[src/rtl/othello_pkg.sv]
// Shared board geometry, cell codes and display colours for the othello datapath.
package othello_pkg;

  // Board geometry on the 10x10 sentinel-bordered RAM image.
  localparam int BOARD_W     = 8;
  localparam int ADDR_BASE   = 11;
  localparam int ADDR_STRIDE = 10;
  localparam int RC_W        = $clog2(BOARD_W);

  // Two-bit cell state as stored in the gameboard RAM.
  typedef enum logic [1:0] {
    CELL_EMPTY = 2'b00,
    CELL_P0    = 2'b01,
    CELL_P1    = 2'b10,
    CELL_ERR   = 2'b11
  } cell_e;

  // 3-bit RGB colours used by the renderer.
  localparam logic [2:0] COL_BOARD  = 3'b010;
  localparam logic [2:0] COL_P0     = 3'b000;
  localparam logic [2:0] COL_P1     = 3'b111;
  localparam logic [2:0] COL_ERR    = 3'b100;
  localparam logic [2:0] COL_GRID   = 3'b000;
  localparam logic [2:0] COL_CURSOR = 3'b110;

  // RAM address of a playable cell; the largest value (88) fits in 7 bits.
  function automatic logic [6:0] cell_address(input logic [RC_W-1:0] row,
                                              input logic [RC_W-1:0] col);
    return 7'(ADDR_BASE) + 7'(row) * 7'(ADDR_STRIDE) + 7'(col);
  endfunction

endpackage

[src/rtl/board_renderer_if.sv]
// Control, memory-mux and VGA signals of the board renderer.
interface board_renderer_if;
  logic       start;
  logic [6:0] cursor_addr;
  logic       busy_o;
  logic       done_o;
  logic       ctrl_mem;
  logic [6:0] addr_out;
  logic [1:0] data_out;
  logic       wren_o;
  logic [1:0] data_in;
  logic [7:0] x_o;
  logic [6:0] y_o;
  logic [2:0] colour_o;
  logic       plot_o;

  // Controller / memory side.
  modport master (
    output start, cursor_addr, data_in,
    input  busy_o, done_o, ctrl_mem, addr_out, data_out, wren_o,
           x_o, y_o, colour_o, plot_o
  );

  // Renderer side.
  modport slave (
    input  start, cursor_addr, data_in,
    output busy_o, done_o, ctrl_mem, addr_out, data_out, wren_o,
           x_o, y_o, colour_o, plot_o
  );
endinterface

[src/rtl/board_renderer_cell_colour_map.sv]
// Maps a cell state and pixel position class to a 3-bit colour.
module cell_colour_map
  import othello_pkg::*;
(
  input  logic [1:0] cell_q,
  input  logic       border,
  input  logic       is_cursor,
  output logic [2:0] colour
);

  // Border pixels show the grid (or cursor); interior pixels show the cell state.
  always_comb begin
    colour = COL_BOARD;
    if (border) begin
      colour = is_cursor ? COL_CURSOR : COL_GRID;
    end else begin
      case (cell_q)
        CELL_EMPTY: colour = COL_BOARD;
        CELL_P0:    colour = COL_P0;
        CELL_P1:    colour = COL_P1;
        default:    colour = COL_ERR;
      endcase
    end
  end

endmodule

[src/rtl/board_renderer.sv]
// Walks all playable cells through the memory mux and draws one bordered square per cell.
module board_renderer
  import othello_pkg::*;
#(
  parameter int CELL_PX = 8,
  parameter int X0      = 48,
  parameter int Y0      = 28,
  parameter int RD_LAT  = 2
) (
  input logic            clock,
  input logic            reset,
  board_renderer_if.slave bus
);

  localparam int PXW = $clog2(CELL_PX);
  localparam int WCW = $clog2(RD_LAT + 1);

  localparam logic [2:0] S_IDLE  = 3'd0;
  localparam logic [2:0] S_FETCH = 3'd1;
  localparam logic [2:0] S_WAIT  = 3'd2;
  localparam logic [2:0] S_DRAW  = 3'd3;
  localparam logic [2:0] S_NEXT  = 3'd4;
  localparam logic [2:0] S_DONE  = 3'd5;

  logic [2:0]      state_reg;
  logic [RC_W-1:0] row_reg, col_reg;
  logic [PXW-1:0]  px_reg, py_reg, px_next, py_next;
  logic [WCW-1:0]  wait_reg;
  logic [1:0]      cell_reg, cell_src;
  logic            cursor_reg;
  logic [7:0]      x_reg, x_next;
  logic [6:0]      y_reg, y_next;
  logic [2:0]      colour_reg, colour_next;
  logic            plot_reg, busy_reg, done_reg;
  logic [6:0]      cell_addr;
  logic            ctrl_mem, capture, last_px, last_py, last_col, last_row;
  logic            border, load_pixel;

  assign cell_addr  = cell_address(row_reg, col_reg);
  assign ctrl_mem   = (state_reg == S_FETCH) || (state_reg == S_WAIT);
  assign capture    = (state_reg == S_WAIT) && (wait_reg == WCW'(RD_LAT - 1));
  assign last_px    = (px_reg == PXW'(CELL_PX - 1));
  assign last_py    = (py_reg == PXW'(CELL_PX - 1));
  assign last_col   = (col_reg == RC_W'(BOARD_W - 1));
  assign last_row   = (row_reg == RC_W'(BOARD_W - 1));
  assign load_pixel = capture || ((state_reg == S_DRAW) && !(last_px && last_py));

  // Next pixel to present: (0,0) right after capture, otherwise raster order px-inner.
  always_comb begin
    px_next = px_reg + 1'b1;
    py_next = py_reg;
    if (capture) begin
      px_next = '0;
      py_next = '0;
    end else if (last_px) begin
      px_next = '0;
      py_next = py_reg + 1'b1;
    end
  end

  // The colour of the first pixel must come straight from RAM, since cell_reg loads on the same edge.
  assign cell_src = capture ? bus.data_in : cell_reg;
  assign border   = (px_next == '0) || (py_next == '0);
  // Coordinates computed modulo the output width; identical to a wider sum then truncated.
  assign x_next   = 8'(X0) + (8'(col_reg) << PXW) + 8'(px_next);
  assign y_next   = 7'(Y0) + (7'(row_reg) << PXW) + 7'(py_next);

  cell_colour_map u_colour_map (
    .cell_q    (cell_src),
    .border    (border),
    .is_cursor (cursor_reg),
    .colour    (colour_next)
  );

  // Cell sequencing FSM: fetch, wait for RAM, draw, advance, finish.
  always_ff @(posedge clock) begin
    if (reset) begin
      state_reg  <= S_IDLE;
      row_reg    <= '0;
      col_reg    <= '0;
      wait_reg   <= '0;
      cell_reg   <= '0;
      cursor_reg <= 1'b0;
      busy_reg   <= 1'b0;
      done_reg   <= 1'b0;
    end else begin
      done_reg <= 1'b0;
      case (state_reg)
        S_IDLE: begin
          if (bus.start) begin
            row_reg   <= '0;
            col_reg   <= '0;
            busy_reg  <= 1'b1;
            state_reg <= S_FETCH;
          end
        end
        S_FETCH: begin
          cursor_reg <= (bus.cursor_addr == cell_addr);
          wait_reg   <= '0;
          state_reg  <= S_WAIT;
        end
        S_WAIT: begin
          if (capture) begin
            cell_reg  <= bus.data_in;
            state_reg <= S_DRAW;
          end else begin
            wait_reg <= wait_reg + 1'b1;
          end
        end
        S_DRAW: begin
          if (last_px && last_py) state_reg <= S_NEXT;
        end
        S_NEXT: begin
          if (last_col) begin
            col_reg <= '0;
            if (last_row) begin
              row_reg   <= '0;
              busy_reg  <= 1'b0;
              done_reg  <= 1'b1;
              state_reg <= S_DONE;
            end else begin
              row_reg   <= row_reg + 1'b1;
              state_reg <= S_FETCH;
            end
          end else begin
            col_reg   <= col_reg + 1'b1;
            state_reg <= S_FETCH;
          end
        end
        S_DONE:  state_reg <= S_IDLE;
        default: state_reg <= S_IDLE;
      endcase
    end
  end

  // Registered pixel stream: coordinates, colour and strobe always change together.
  always_ff @(posedge clock) begin
    if (reset) begin
      px_reg     <= '0;
      py_reg     <= '0;
      x_reg      <= '0;
      y_reg      <= '0;
      colour_reg <= '0;
      plot_reg   <= 1'b0;
    end else if (load_pixel) begin
      px_reg     <= px_next;
      py_reg     <= py_next;
      x_reg      <= x_next;
      y_reg      <= y_next;
      colour_reg <= colour_next;
      plot_reg   <= 1'b1;
    end else begin
      plot_reg <= 1'b0;
    end
  end

  assign bus.busy_o   = busy_reg;
  assign bus.done_o   = done_reg;
  assign bus.ctrl_mem = ctrl_mem;
  assign bus.addr_out = ctrl_mem ? cell_addr : 7'd0;
  assign bus.data_out = 2'b00;
  assign bus.wren_o   = 1'b0;
  assign bus.x_o      = x_reg;
  assign bus.y_o      = y_reg;
  assign bus.colour_o = colour_reg;
  assign bus.plot_o   = plot_reg;

endmodule

[src/flat_wrapper.sv]
// flat-port wrapper written by rule: the top's interface ports become plain ports
module board_renderer_flat import othello_pkg::*;
#(
  parameter int CELL_PX = 8,
  parameter int X0      = 48,
  parameter int Y0      = 28,
  parameter int RD_LAT  = 2
)
  (clock, reset, bus_start, bus_cursor_addr, bus_data_in, bus_busy_o, bus_done_o, bus_ctrl_mem, bus_addr_out, bus_data_out, bus_wren_o, bus_x_o, bus_y_o, bus_colour_o, bus_plot_o);
  board_renderer_if bus_i ();
  input logic clock;
  input logic reset;
  input wire logic [$bits(bus_i.start)-1:0] bus_start;
  input wire logic [$bits(bus_i.cursor_addr)-1:0] bus_cursor_addr;
  input wire logic [$bits(bus_i.data_in)-1:0] bus_data_in;
  output wire logic [$bits(bus_i.busy_o)-1:0] bus_busy_o;
  output wire logic [$bits(bus_i.done_o)-1:0] bus_done_o;
  output wire logic [$bits(bus_i.ctrl_mem)-1:0] bus_ctrl_mem;
  output wire logic [$bits(bus_i.addr_out)-1:0] bus_addr_out;
  output wire logic [$bits(bus_i.data_out)-1:0] bus_data_out;
  output wire logic [$bits(bus_i.wren_o)-1:0] bus_wren_o;
  output wire logic [$bits(bus_i.x_o)-1:0] bus_x_o;
  output wire logic [$bits(bus_i.y_o)-1:0] bus_y_o;
  output wire logic [$bits(bus_i.colour_o)-1:0] bus_colour_o;
  output wire logic [$bits(bus_i.plot_o)-1:0] bus_plot_o;
  assign bus_i.start = bus_start;
  assign bus_i.cursor_addr = bus_cursor_addr;
  assign bus_i.data_in = bus_data_in;
  assign bus_busy_o = bus_i.busy_o;
  assign bus_done_o = bus_i.done_o;
  assign bus_ctrl_mem = bus_i.ctrl_mem;
  assign bus_addr_out = bus_i.addr_out;
  assign bus_data_out = bus_i.data_out;
  assign bus_wren_o = bus_i.wren_o;
  assign bus_x_o = bus_i.x_o;
  assign bus_y_o = bus_i.y_o;
  assign bus_colour_o = bus_i.colour_o;
  assign bus_plot_o = bus_i.plot_o;
  board_renderer #(.CELL_PX(CELL_PX), .X0(X0), .Y0(Y0), .RD_LAT(RD_LAT)) u_core (.clock(clock), .reset(reset), .bus(bus_i));
endmodule
[config.mk]
export PLATFORM = sky130hd
export DESIGN_NAME = board_renderer_flat
export DESIGN_NICKNAME = d
export VERILOG_FILES = /design/src/rtl/othello_pkg.sv /design/src/rtl/board_renderer_if.sv /design/src/rtl/board_renderer_cell_colour_map.sv /design/src/rtl/board_renderer.sv /design/src/flat_wrapper.sv
export SDC_FILE = /design/constraint.sdc
export NUM_CORES = 1
export LEC_CHECK = 0
export ABC_AREA = 0
export CAP_MARGIN = 25
export CORE_UTILIZATION = 40
export CTS_BUF_LIST = sky130_fd_sc_hd__clkbuf_4
export DETAILED_ROUTE_END_ITERATION = 16
export MAX_ROUTING_LAYER = met4
export PLACE_DENSITY_LB_ADDON = 0.3
export SYNTH_ARGS = -nofsm -noshare
export SYNTH_HDL_FRONTEND = slang
export SYNTH_HIERARCHICAL = 1
export SYNTH_SLANG_ARGS = --single-unit
[constraint.sdc]
create_clock -name clock -period 2.45 [get_ports clock]
set_clock_uncertainty 0.2 [all_clocks]
set_input_delay 0.49 -clock clock [delete_from_list [all_inputs] [get_ports clock]]
set_output_delay 0.49 -clock clock [all_outputs]
set_load 0.01 [all_outputs]
==> out/metrics.json <==
{
  "worst_setup_path": {
    "timing_worst_setup_path_type": "register to primary output",
    "crit_path_end": "bus_addr_out[5]",
    "worst-endpoint-arrival_ps": 2240,
    "rr_worst_depth": 10,
    "cp.buffers_inverters": 3,
    "timing.critical_path.depth": 10,
    "required_ps": 1760,
    "worst_r2r_endpoint": "u_core/cursor_reg$_SDFFE_PP0P_",
    "critPathCaptureType": "primary output",
    "crit_path_start_kind": "register",
    "crit_family": "adder cells",
    "cp_slowest_stage_delay_ps": 360,
    "worstSetupStartpoint": "u_core/col_reg[1]$_SDFFE_PP0P_",
    "cp_slowest_cell": "dfxtp_2",
    "path_cells": "inv_2, ha_4, inv_2, ha_4, fa_2, a21o_1, a21oi_2, xor2_1, nor2_1, buf_2",
    "setup.reg_to_reg.worst_slack_ps": 60,
    "r2r_start": "u_core/row_reg[0]$_SDFFE_PP0P_",
    "crit_path_max_fanout": 2
  },
  "clocking": {
    "insertion_delay_ps": 350,
    "cts_max_path_buffers": 2,
    "clk_pin_slew_ps": 110,
    "clockRootBuffer": "clkbuf_4",
    "cts.sinks": 35,
    "cts_tree": "yes",
    "cts_inserted_buffers": 5,
    "cts_hold_repair.buffers": 0,
    "clock_tree.htree_level_count": 2
  },
  "power_and_ir_drop": {
    "power_switching_uw": 406,
    "finalPower_uw": 1310,
    "power-per-cell-area_nw_per_um2": 450,
    "vdd_drop_max_mv": 0.221,
    "seqPwrFrac_pct": 47.6,
    "leakagePower_uw": 0.00121,
    "switching_fraction_of_total_power_pct": 31.0,
    "clock_power_share_pct": 25.0,
    "cell_internal_pwr_uw": 903,
    "pwr-share-comb_pct": 27.4
  },
  "timing": {
    "final_period_minus_worst_setup_slack_ps": 2930,
    "timing_max_transition_violations_final": 0,
    "layout_worst_path_cycle_share_pct": 120,
    "fmax_ghz": 0.341,
    "finalWorstSetupSlack_ps": -479,
    "hold_violations": 0,
    "max_slew_margin_pct": 64.6,
    "tightest_slew_ps": 526,
    "timing.final.setup_violations": 5,
    "rsz_0062_raised_after_global_routing": "yes",
    "fin_hold_ws_ps": 255
  },
  "global_route": {
    "grt_antenna_before_repair": 0,
    "first_pass_grt_wire_length_mm": 7.65,
    "globalRouteTotalUtil_pct": 19.4,
    "grt_start_max_net_pins": 26,
    "met2_usage_pct": 29.7,
    "grt_pass1_vias": 1682,
    "globalRouteMet1Util_pct": 23.7,
    "globalRoute.totalOverflow": 0,
    "grt-busiest-layer": "met2",
    "met3_track_demand_over_resource_in_global_routing_pct": 4.20
  },
  "synth": {
    "syn_area_sq_um": 2080,
    "synth_edf_count": 0,
    "synth_cell_types": 44,
    "syn_avg_cell_area_sq_um": 8.34,
    "ys_async_sr_fraction_pct": 0,
    "yosysWarningCount": 6,
    "netlist_instances": 250,
    "total_of_flip_flops_plus_latches_after_synthesis": 35,
    "share_of_synthesized_area_occupied_by_flip_flops_and_latches_pct": 33.6,
    "ys.flop_type": "dfxtp_1"
  },
  "route": {
    "dr.first_iter.drc_count": 81,
    "route.detailed.drc": 0,
    "antenna_left": 0,
    "drt_first_pass_iters": 4,
    "routed-via-count": 1874,
    "route.detailed.vias_per_inst": 4.94,
    "totalWireLength_mm": 4.77,
    "wire_per_inst_um": 12.6
  },
  "placement": {
    "detailed_place.area_sq_um": 2700,
    "post-place-cells": 366,
    "dp.final_hpwl_mm": 3.37,
    "gp_routability_congestion": 0.818,
    "portBuffers": 39
  },
  "cells_and_area": {
    "register_area_sq_um": 711,
    "multi_input_comb_area_sq_um": 1440,
    "num-nets-final": 346,
    "area_growth_syn_to_layout_pct": 39.5,
    "insertedDiodeCount": 0,
    "post_route_cells_drive_above_1_share_pct": 24.0,
    "fillCellCount": 457,
    "final_design_area_no_fill_sq_um": 2910,
    "finalNonFillerCells": 379
  },
  "die": {
    "dieHeight_um": 74.2,
    "core_region_sq_um": 4880,
    "design.die.area_sq_um": 5500,
    "floorplan.rows": 25,
    "io_pins": 44,
    "floorplan.initialDensity_pct": 42.7,
    "die_width_um": 74.2
  },
  "worst_hold_path": {
    "timing.hold.worst.class": "register to register"
  },
  "outcome": {
    "violations_in_the_final_reports": "setup timing",
    "status": "complete, but fails checks"
  },
  "job": {
    "max_cap_viol_count": 0
  }
}
[placed cells by master, fill, tap and decap left out, drive strengths merged, types with 4 or more instances in the layout]
cell type / n
dfxtp: 35
nor2: 34
clkdlybuf4s50: 33
buf: 32
nand2: 30
a21oi: 23
ha: 22
inv: 12
xnor2: 9
nor3: 8
clkbuf: 7
xor2: 7
a211oi: 6
o21ai: 6
nand2b: 5
a21o: 4
and3: 4
conb: 4
[layer usage]
metal	share of wire (%)	vias up
met5	0	-
met4	2.0	0
met3	4.3	6
met2	48	52
met1	45	842
li1	-	974
[Yosys cell counts, drive strengths merged, types with 2 or more instances]
cell | number | area, sq um
dfxtp | 35 | 701
nor2 | 34 | 130
nand2 | 30 | 115
a21oi | 23 | 119
ha | 22 | 275
inv | 12 | 45.0
buf | 11 | 78.8
xnor2 | 9 | 78.8
nor3 | 8 | 40.0
xor2 | 7 | 61.3
a211oi | 6 | 45.0
o21ai | 6 | 30.0
nand2b | 5 | 31.3
a21o | 4 | 30.0
and3 | 4 | 25.0
clkbuf | 4 | 15.0
a32oi | 3 | 26.3
nand3 | 3 | 15.0
a22oi | 2 | 15.0
a31oi | 2 | 12.5
mux2i | 2 | 20.0
nor2b | 2 | 12.5
[power groups by stage]
stage          clock (uW)  combinational, uW  sequential (uW)
6_report              327                359              623
5_1_grt               361                392              628
4_1_cts               341                341              617
3_5_place_dp            0                343              628
3_3_place_gp            0                340              627
2_1_floorplan           0                202              638
[stage by stage]
stage               TNS (ps)  worst slack [ps]  util (%)
floorplan              -68.8             -52.8         -
global placement       -1920              -495      55.3
detailed placement     -1990              -523      55.3
CTS                    -1680              -493      58.7
global route           -2130              -595      59.6
finish                 -1530              -479      59.6
[logic make-up after synthesis]
group	share of synthesized area [%]
AOI/OAI and AO/OA	15.7
xor gates and xnor gates	6.72
adders and majority gates	14.2
buffers and inverters	6.66
DFF	33.6
muxes	1.50
other	0.180
and+or+nand+nor	21.4
[tightest hold or removal path: cells and delay by family (launching register included)]
kind             cells  cell delay, ps
flip-flops           1             320
AND/OR/NAND/NOR      1              50
AO/OA/AOI/OAI        1              50
[final cells by class]
type | instances | share of cell area [%]
Clock buffer | 7 | 1.81
Clock inverter | 1 | 0.172
Inverter | 12 | 1.55
Multi-Input combinational cell | 191 | 49.4
Sequential cell | 35 | 24.4
Tap cell | 67 | 2.88
Timing Repair Buffer | 66 | 19.8
[worst min path at each step]
stage	startpoint	endpoint	slack (ps)	cells after the start
after detailed placement	u_core/bus.colour_o[2]$_SDFFE_PP0P_	u_core/bus.colour_o[2]$_SDFFE_PP0P_	250	2
after global routing	u_core/bus.y_o[6]$_SDFFE_PP0P_	u_core/bus.y_o[6]$_SDFFE_PP0P_	290	2
after global placement	u_core/bus.colour_o[1]$_SDFFE_PP0P_	u_core/bus.colour_o[1]$_SDFFE_PP0P_	240	2
final	u_core/bus.colour_o[2]$_SDFFE_PP0P_	u_core/bus.colour_o[2]$_SDFFE_PP0P_	260	2
after floorplan	u_core/col_reg[1]$_SDFFE_PP0P_	u_core/bus.x_o[4]$_SDFFE_PP0P_	230	1
after CTS	u_core/bus.colour_o[2]$_SDFFE_PP0P_	u_core/bus.colour_o[2]$_SDFFE_PP0P_	260	2
[timing repair]
item	in CTS	in global routing
pin swaps	15	9
setup buffers	6	1
setup endpoints to repair	9	12
gates resized for setup	37	12
Note: power is estimated with default switching activity, not from simulation.
